## src/rtl/vga_timing_decoder.sv

```systemverilog
// Receive-side VGA timing recovery: rebuilds pixel position from active-low syncs,
// measures line/frame periods and locks when they match the configured mode.
module vga_timing_decoder #(
  parameter int unsigned H_DISPLAY   = 640,
  parameter int unsigned H_FRONT     = 16,
  parameter int unsigned H_SYNC      = 96,
  parameter int unsigned H_BACK      = 48,
  parameter int unsigned V_DISPLAY   = 480,
  parameter int unsigned V_FRONT     = 10,
  parameter int unsigned V_SYNC      = 2,
  parameter int unsigned V_BACK      = 33,
  parameter int unsigned LOCK_FRAMES = 2
) (
  input  logic        clk,
  input  logic        reset,
  input  logic        h_sync_in,
  input  logic        v_sync_in,
  output logic [9:0]  x,
  output logic [9:0]  y,
  output logic        display_en,
  output logic        locked,
  output logic [10:0] line_len,
  output logic [9:0]  frame_lines,
  output logic        h_err,
  output logic        v_err
);

  localparam int unsigned H_TOTAL  = H_DISPLAY + H_FRONT + H_SYNC + H_BACK;
  localparam int unsigned V_TOTAL  = V_DISPLAY + V_FRONT + V_SYNC + V_BACK;
  localparam int unsigned HS_START = H_DISPLAY + H_FRONT;
  localparam int unsigned VS_START = V_DISPLAY + V_FRONT;

  localparam logic [9:0]  HC_LAST      = 10'(H_TOTAL - 1);
  localparam logic [9:0]  VC_LAST      = 10'(V_TOTAL - 1);
  localparam logic [9:0]  HC_AT_SYNC   = 10'(HS_START + 1);
  localparam logic [9:0]  VC_AT_SYNC   = 10'(VS_START);
  localparam logic [9:0]  HC_DISP      = 10'(H_DISPLAY);
  localparam logic [9:0]  VC_DISP      = 10'(V_DISPLAY);
  localparam logic [10:0] LINE_OK      = 11'(H_TOTAL);
  localparam logic [10:0] LINE_TIMEOUT = 11'(2 * H_TOTAL);
  localparam logic [9:0]  FRAME_OK     = 10'(V_TOTAL);
  localparam logic [2:0]  MC_LOCK      = 3'(LOCK_FRAMES);

  typedef enum logic [1:0] {SEARCH, H_SEEN, MEASURE, LOCKED} state_t;

  state_t      state, state_next;
  logic        h_prev, v_prev;
  logic        hfall, vfall, h_wrap;
  logic [9:0]  hc, vc;
  logic [10:0] lc;
  logic [9:0]  fc, fc_inc;
  logic [2:0]  mc, mc_next, mc_plus;
  logic        first_h, first_h_next;
  logic        h_err_next, v_err_next;
  logic        h_bad, timeout, frame_good;

  assign hfall   = h_prev & ~h_sync_in;
  assign vfall   = v_prev & ~v_sync_in;
  assign h_wrap  = (hc == HC_LAST);
  // A line wrap on the vfall cycle still belongs to the frame being closed.
  assign fc_inc  = (h_wrap && fc != '1) ? fc + 10'd1 : fc;
  assign mc_plus = mc + 3'd1;

  assign x          = hc;
  assign y          = vc;
  assign display_en = locked && (hc < HC_DISP) && (vc < VC_DISP);

  always_ff @(posedge clk) begin
    if (reset) begin
      h_prev      <= 1'b1;
      v_prev      <= 1'b1;
      hc          <= '0;
      vc          <= '0;
      lc          <= '0;
      fc          <= '0;
      line_len    <= '0;
      frame_lines <= '0;
    end else begin
      h_prev <= h_sync_in;
      v_prev <= v_sync_in;

      if (hfall)       hc <= HC_AT_SYNC;
      else if (h_wrap) hc <= '0;
      else             hc <= hc + 10'd1;

      if (vfall)       vc <= VC_AT_SYNC + 10'(h_wrap);
      else if (h_wrap) vc <= (vc == VC_LAST) ? '0 : vc + 10'd1;

      if (hfall) begin
        line_len <= lc;
        lc       <= 11'd1;
      end else if (lc != '1) begin
        lc <= lc + 11'd1;
      end

      if (vfall) begin
        frame_lines <= fc_inc;
        fc          <= '0;
      end else begin
        fc <= fc_inc;
      end
    end
  end

  always_comb begin
    state_next   = state;
    mc_next      = mc;
    first_h_next = first_h;
    h_err_next   = 1'b0;
    v_err_next   = 1'b0;
    h_bad        = hfall && (lc != LINE_OK);
    timeout      = !hfall && (lc == LINE_TIMEOUT);
    frame_good   = (fc_inc == FRAME_OK) &&
                   (hfall ? (lc == LINE_OK) : (line_len == LINE_OK));

    unique case (state)
      SEARCH: begin
        if (hfall) state_next = H_SEEN;
      end
      H_SEEN: begin
        if (timeout) begin
          state_next = SEARCH;
        end else if (vfall) begin
          state_next   = MEASURE;
          mc_next      = '0;
          first_h_next = 1'b1;
        end
      end
      MEASURE: begin
        if (timeout) begin
          state_next = SEARCH;
        end else begin
          if (hfall) first_h_next = 1'b0;
          // The first hfall after entering MEASURE closes a line that began before measurement.
          if (h_bad && !first_h) begin
            mc_next = '0;
          end else if (vfall) begin
            if (frame_good) begin
              mc_next = mc_plus;
              if (mc_plus == MC_LOCK) state_next = LOCKED;
            end else begin
              mc_next = '0;
            end
          end
        end
      end
      LOCKED: begin
        if (timeout || h_bad) begin
          h_err_next = 1'b1;
          state_next = SEARCH;
        end else if (vfall && fc_inc != FRAME_OK) begin
          v_err_next = 1'b1;
          state_next = SEARCH;
        end
      end
      default: state_next = SEARCH;
    endcase
  end

  always_ff @(posedge clk) begin
    if (reset) begin
      state   <= SEARCH;
      mc      <= '0;
      first_h <= 1'b0;
      locked  <= 1'b0;
      h_err   <= 1'b0;
      v_err   <= 1'b0;
    end else begin
      state   <= state_next;
      mc      <= mc_next;
      first_h <= first_h_next;
      locked  <= (state_next == LOCKED);
      h_err   <= h_err_next;
      v_err   <= v_err_next;
    end
  end

endmodule

```

## config.mk

```make
export PLATFORM = sky130hd
export DESIGN_NAME = vga_timing_decoder
export DESIGN_NICKNAME = d
export VERILOG_FILES = /design/src/rtl/vga_timing_decoder.sv
export SDC_FILE = /design/constraint.sdc
export NUM_CORES = 1
export LEC_CHECK = 0
export ABC_AREA = 1
export BUFFER_PORTS_ARGS = -buffer_cell sky130_fd_sc_hd__buf_4
export CORE_ASPECT_RATIO = 0.6
export CORE_MARGIN = 2
export CORE_UTILIZATION = 31
export CTS_BUF_LIST = sky130_fd_sc_hd__clkbuf_8
export DETAILED_ROUTE_END_ITERATION = 7
export SLEW_MARGIN = 10
export SYNTH_ARGS = -nofsm -noshare
export SYNTH_HDL_FRONTEND = slang
export SYNTH_SLANG_ARGS = --single-unit
```

## constraint.sdc

```tcl
create_clock -name clk -period 2.44 [get_ports clk]
set_input_delay 0.122 -clock clk [delete_from_list [all_inputs] [get_ports clk]]
set_output_delay 0.122 -clock clk [all_outputs]
set_load 0.01 [all_outputs]
```

Word level (Yosys, flattened, before mapping):

Index checks and enable logic that the tools add are counted.
Widths: inputs -> output; s select.

* bits in registers: 73
* input bits: 4
* output and inout port bits: 45
* logic and storage cells: 105

* $add $sub $neg: 6
* $lt $le $gt $ge: 2
* eq/ne operators: 20
* mux-type cells: 34
* bitwise operators: 5
* reductions and logical operators: 22

Operators with widths (count)
* $mux 10: 6
* $add 10x1->10 const B: 3
* $eq 10x10->1 const B: 3
* $eq 11x10->1 const B: 2
* $mux 2: 10
* $ne 10x10->1 const B: 2
* $mux 3: 6
* $add 11x1->11 const B: 1
* $eq 11x11->1 const B: 1
* $ne 11x10->1 const B: 1
* $ne 11x11->1 const B: 1
* $add 9x1->10 const A: 1
* $lt 10x10->1 const B: 1
* $lt 10x9->1 const B: 1
* $reduce_and 5->1: 2
* $mux 1: 9
* $logic_and 1x1->1: 8
* $ne 2x2->1 const B: 4
* $pmux 2 s4: 1
* $eq 2x2->1 const B: 3
* $pmux 3 s2: 1
* $reduce_bool 2->1: 3
* $reduce_or 2->1: 3
* $reduce_or 3->1: 2
* other kinds (10): 14

Depth between registers and ports, before layout:

* depth after elaboration: 11
* depth in mapped cells: 17

Worst setup path before layout:

Ideal clock, no wire load.

* path type: register to register
* start point: reg hc[0], in the netlist x[0]
* end point: reg state[0]
* library setup time: 0.056 ns
* arrival: 1.745 ns
* required time: 2.384 ns
* setup slack: 0.639 ns
* stages on the path, launching flop included: 15
* path through: dfxtp_1 -> ha_1 -> nand3_2 -> inv_2 -> nand3_4 -> buf_6 -> nand2_2 -> nand2_2 -> nor2_4 -> nand3_2 -> nor2_4 -> nand3_2 -> nand3_1 -> nand2_1 -> inv_1

* longest elaborated chain between the ends: 10

RTL lines
* start: declaration: line 49 `logic [9:0] hc, vc;`
* start signal: assignment: line 84 `else hc <= hc + 10'd1;`
* $eq 10x10->1 (*): line 59 `assign h_wrap = (hc == HC_LAST);`
* $logic_and 1x1->1 (*): line 61 `assign fc_inc = (h_wrap && fc != '1) ? fc + 10'd1 : fc;`
* $mux 10 (*): line 61
* $eq 10x10->1: line 113 `frame_good = (fc_inc == FRAME_OK) &&`
* $logic_and 1x1->1: line 113
* $mux 2: line 138 `if (frame_good) begin`
* $mux 2: line 137 `end else if (vfall) begin`
* $mux 2: line 135 `if (h_bad && !first_h) begin`
* $mux 2: line 130 `if (timeout) begin`
* $pmux 2 s4 (*): line 116 `unique case (state)`
* end signal: assignment: line 169 `state <= state_next;`
* end: declaration: line 46 `state_t state, state_next;`

Mark *: on every way between the ends. The rest lies on a longest branch, timed or not.
A chain may end at the register's enable or synchronous reset.

Worst setup path in the final report:

Ends and elaborated chain as after synthesis.

==> metrics.cfg <==
[sta]
slew_violations = 0
hold_viol_final = 0
rsz0062_at_grt = no
finalSetupViolCount = 0
relSlewSlack_pct = 60.9
period_share_pct = 87.9
fmax_mhz = 466
clock_skew_ps = 16.6
post-route-min-period_ps = 2140
tightest_slew_ps = 583
fin_setup_tns_ps = 0

[synthesis]
ys_warn_count = 0
async_flop_share_pct = 0
ys_types = 38
synth_edf_count = 0
synth_top_area_share_pct = 39.4
synth_nets = 529
syn_inst = 517
ys_ff_latch = 73
synthFlopType = dfxtp_1
yosysTopAreaCell = dfxtp_1
synth_area_per_cell_sq_um = 7.18
netlist_top_cells_area = dfxtp_1, nand2_1, inv_1, nand3_1, nor2_1
synth.yosys.seq_area_share_pct = 39.4
syn-cell-area_sq_mm = 0.00371

[cells_and_area]
multiInputGateArea_sq_mm = 0.00190
drive_gt1_share_pct = 20.6
ff_latch_area_sq_mm = 0.00146
synthToLayoutAreaGrowth_pct = 21.1
antennaDiodeCount = 0
final_cells = 739
fill_cells = 1205
final_nets = 586

[place]
detailed_place_hpwl_microns = 7520
placed_cells = 721
place.gp.congestion = 0.926
numPortBuffers = 48

[power]
p_total_w = 0.00250
ir_worst_vdd_mv = 0.264
power_density_mw_per_mm2 = 557
power.leakage_nw = 1.87

[worst_setup_path]
critical_path_class = reg2reg
path_common_cell = nand2_1
critPathRequiredTime_ps = 2700
path_delay_family = simple AND/OR/NAND/NOR gates
path_max_fanout = 12
critPathArrivalTime_ps = 2410
crit_buf_inv = 4
crit_path_end_kind = register
path_cells = ha_1, nand3_2, inv_2, nand3_4, inv_2, nand3_1, nand2_1, inv_1, nand2_1, nor2_1, nand2_1, nand2_2, nand2_2, nand3_1, nand2_1, inv_1
crit_path_max_incr_delay_ps = 390
cp-start-kind = register
r2r_setup_slack_ps = 300
slowest_stage = dfxtp_1

[detailed_routing]
route.detailed.drc = 0
via_count = 3514
drt.antenna.violating_nets = 0
drt_pass1_iterations = 5
via_per_inst = 4.76
drtIter0Drc = 255
routed_wl_microns = 9920
wl_per_cell_microns = 13.4

[clock_tree]
numCtsBuffers = 9
cts.clk_slew.worst_paths_ps = 90
cts_root_buf = clkbuf_8
clk-insertion-delay-late_ps = 360
clk_path_buf_depth = 2
cts-htree-levels = 3
cts.sinks = 73
cts_tree = built

[floorplan]
fp.dieArea_sq_mm = 0.0129
die_y_microns = 88.8
die_w_microns = 145
rows = 30
io_pins = 49
start_util_pct = 32.3
core-area_sq_mm = 0.0115

[global_route]
grt_max_degree = 34
grt_use_total_pct = 15.7
grt_pass1_vias = 3091
grt_overflow = 0
grt_antenna_before_repair = 0
grt_pass1_wl_microns = 15900

[outcome]
outcome = finished clean

[worst_hold_path]
min_path_type = in2reg

[run]
maxCapViolations = 0

state kept, by name, summed over array words and instances (netlist names):
signal and cells:
fc 10, first_h 1, frame_lines 10, h_err 1, h_prev 1, lc 11, line_len 11, locked 1
mc 3, state 2, v_err 1, v_prev 1, x 10, y 10
report_power, final:
group	internal, W	switching [W]
combinational	0.0000834	0.000138
sequential	0.00122	0.0000335
clock	0.000513	0.000513
worst register-to-register path: cells and delay by family (launching register included):
family | cells | cell delay, ps
and+or+nand+nor | 11 | 970
buffers and inverters | 4 | 460
DFF | 1 | 390
adders and majority gates | 1 | 230
through the flow:
step	cell area (sq um)	utilization, %	hold slack [ps]	setup WS, ps
after global placement	4270	37.1	318	404
final	4500	39.1	205	296
after floorplan	3710	-	219	639
after CTS	4500	39.1	187	287
after detailed placement	4270	37.1	319	319
after global routing	4500	39.1	205	16.2
what timing repair did:
| item | 4_1_cts | 5_1_grt |
|---|---|---|
| endpoints found under the hold margin | 2 | 0 |
| endpoints found under the setup margin | 0 | 0 |
| hold buffers | 2 | 0 |
| resized for setup | 0 | 0 |
| setup buffers | 0 | 0 |
cell type report:
cell class | instances | area share (%)
Clock buffer | 10 | 3.06
Tap cell | 160 | 4.45
Clock inverter | 6 | 1.61
Inverter | 79 | 6.60
Timing Repair Buffer | 56 | 9.46
Sequential cell | 73 | 32.5
Multi-Input combinational cell | 355 | 42.3
cell families after synthesis:
| logic type | synth area share [%] |
|---|---|
| buf+inv | 9.37 |
| fa+ha+maj | 2.70 |
| xor+xnor | 2.60 |
| flops | 39.4 |
| simple gates | 34.8 |
| compound gates | 11.2 |
final timing paths:
path / startpoint / to / depth (start not counted)
worst max-delay path: x[0] / state[0] / 16
worst min-delay path: reset / v_prev / 3
worst max register to register: x[0] / state[0] / 16
worst min register to register: first_h / first_h / 2
per-layer routing:
metal / GRT usage (%) / part of all wire [%] / up-vias
li1: - / - / 1793
met1: 24.6 / 55 / 1586
met2: 19.9 / 36 / 125
met3: 4.90 / 7.9 / 10
met4: 4.28 / 0.95 / 0
met5: 0 / 0 / -
cell usage in the layout (no fill, tap or decap), types with 2 or more instances in the layout:
master         netlist  final
nand2_2             17     17
nor4_1               3      3
nor3b_1              3      3
dfxtp_1             73     73
nand4_1             10     10
xnor2_1              2      2
inv_2                9      9
nor2_4               6      6
nor3_1              14     14
clkinv_1             2      2
xor2_1               9      9
buf_4                1     54
nor2_2               6      6
o21ai_0             37     37
inv_1               68     68
nand3b_1             4      4
nand3_4              3      3
dlygate4sd3_1        0      2
o31ai_1              2      2
ha_1                 8      8
inv_6                0      3
or2_2                2      2
nand3_1             39     39
nand3_2              3      3
a21oi_1             32     32
nor2_1              51     51
nand2_1             94     94
clkbuf_8             0     10
cell usage after synthesis, types with 2 or more instances:
cell       n
a21oi_1   32
buf_2      2
clkbuf_1   6
clkinv_1   2
dfxtp_1   73
ha_1       8
inv_1     68
inv_2      9
nand2_1   94
nand2_2   17
nand3_1   39
nand3_2    3
nand3_4    3
nand3b_1   4
nand4_1   10
nor2_1    51
nor2_2     6
nor2_4     6
nor3_1    14
nor3b_1    3
nor4_1     3
o21ai_0   37
o31ai_1    2
or2_2      2
xnor2_1    2
xor2_1     9
Power figures use the tool's default switching activity.
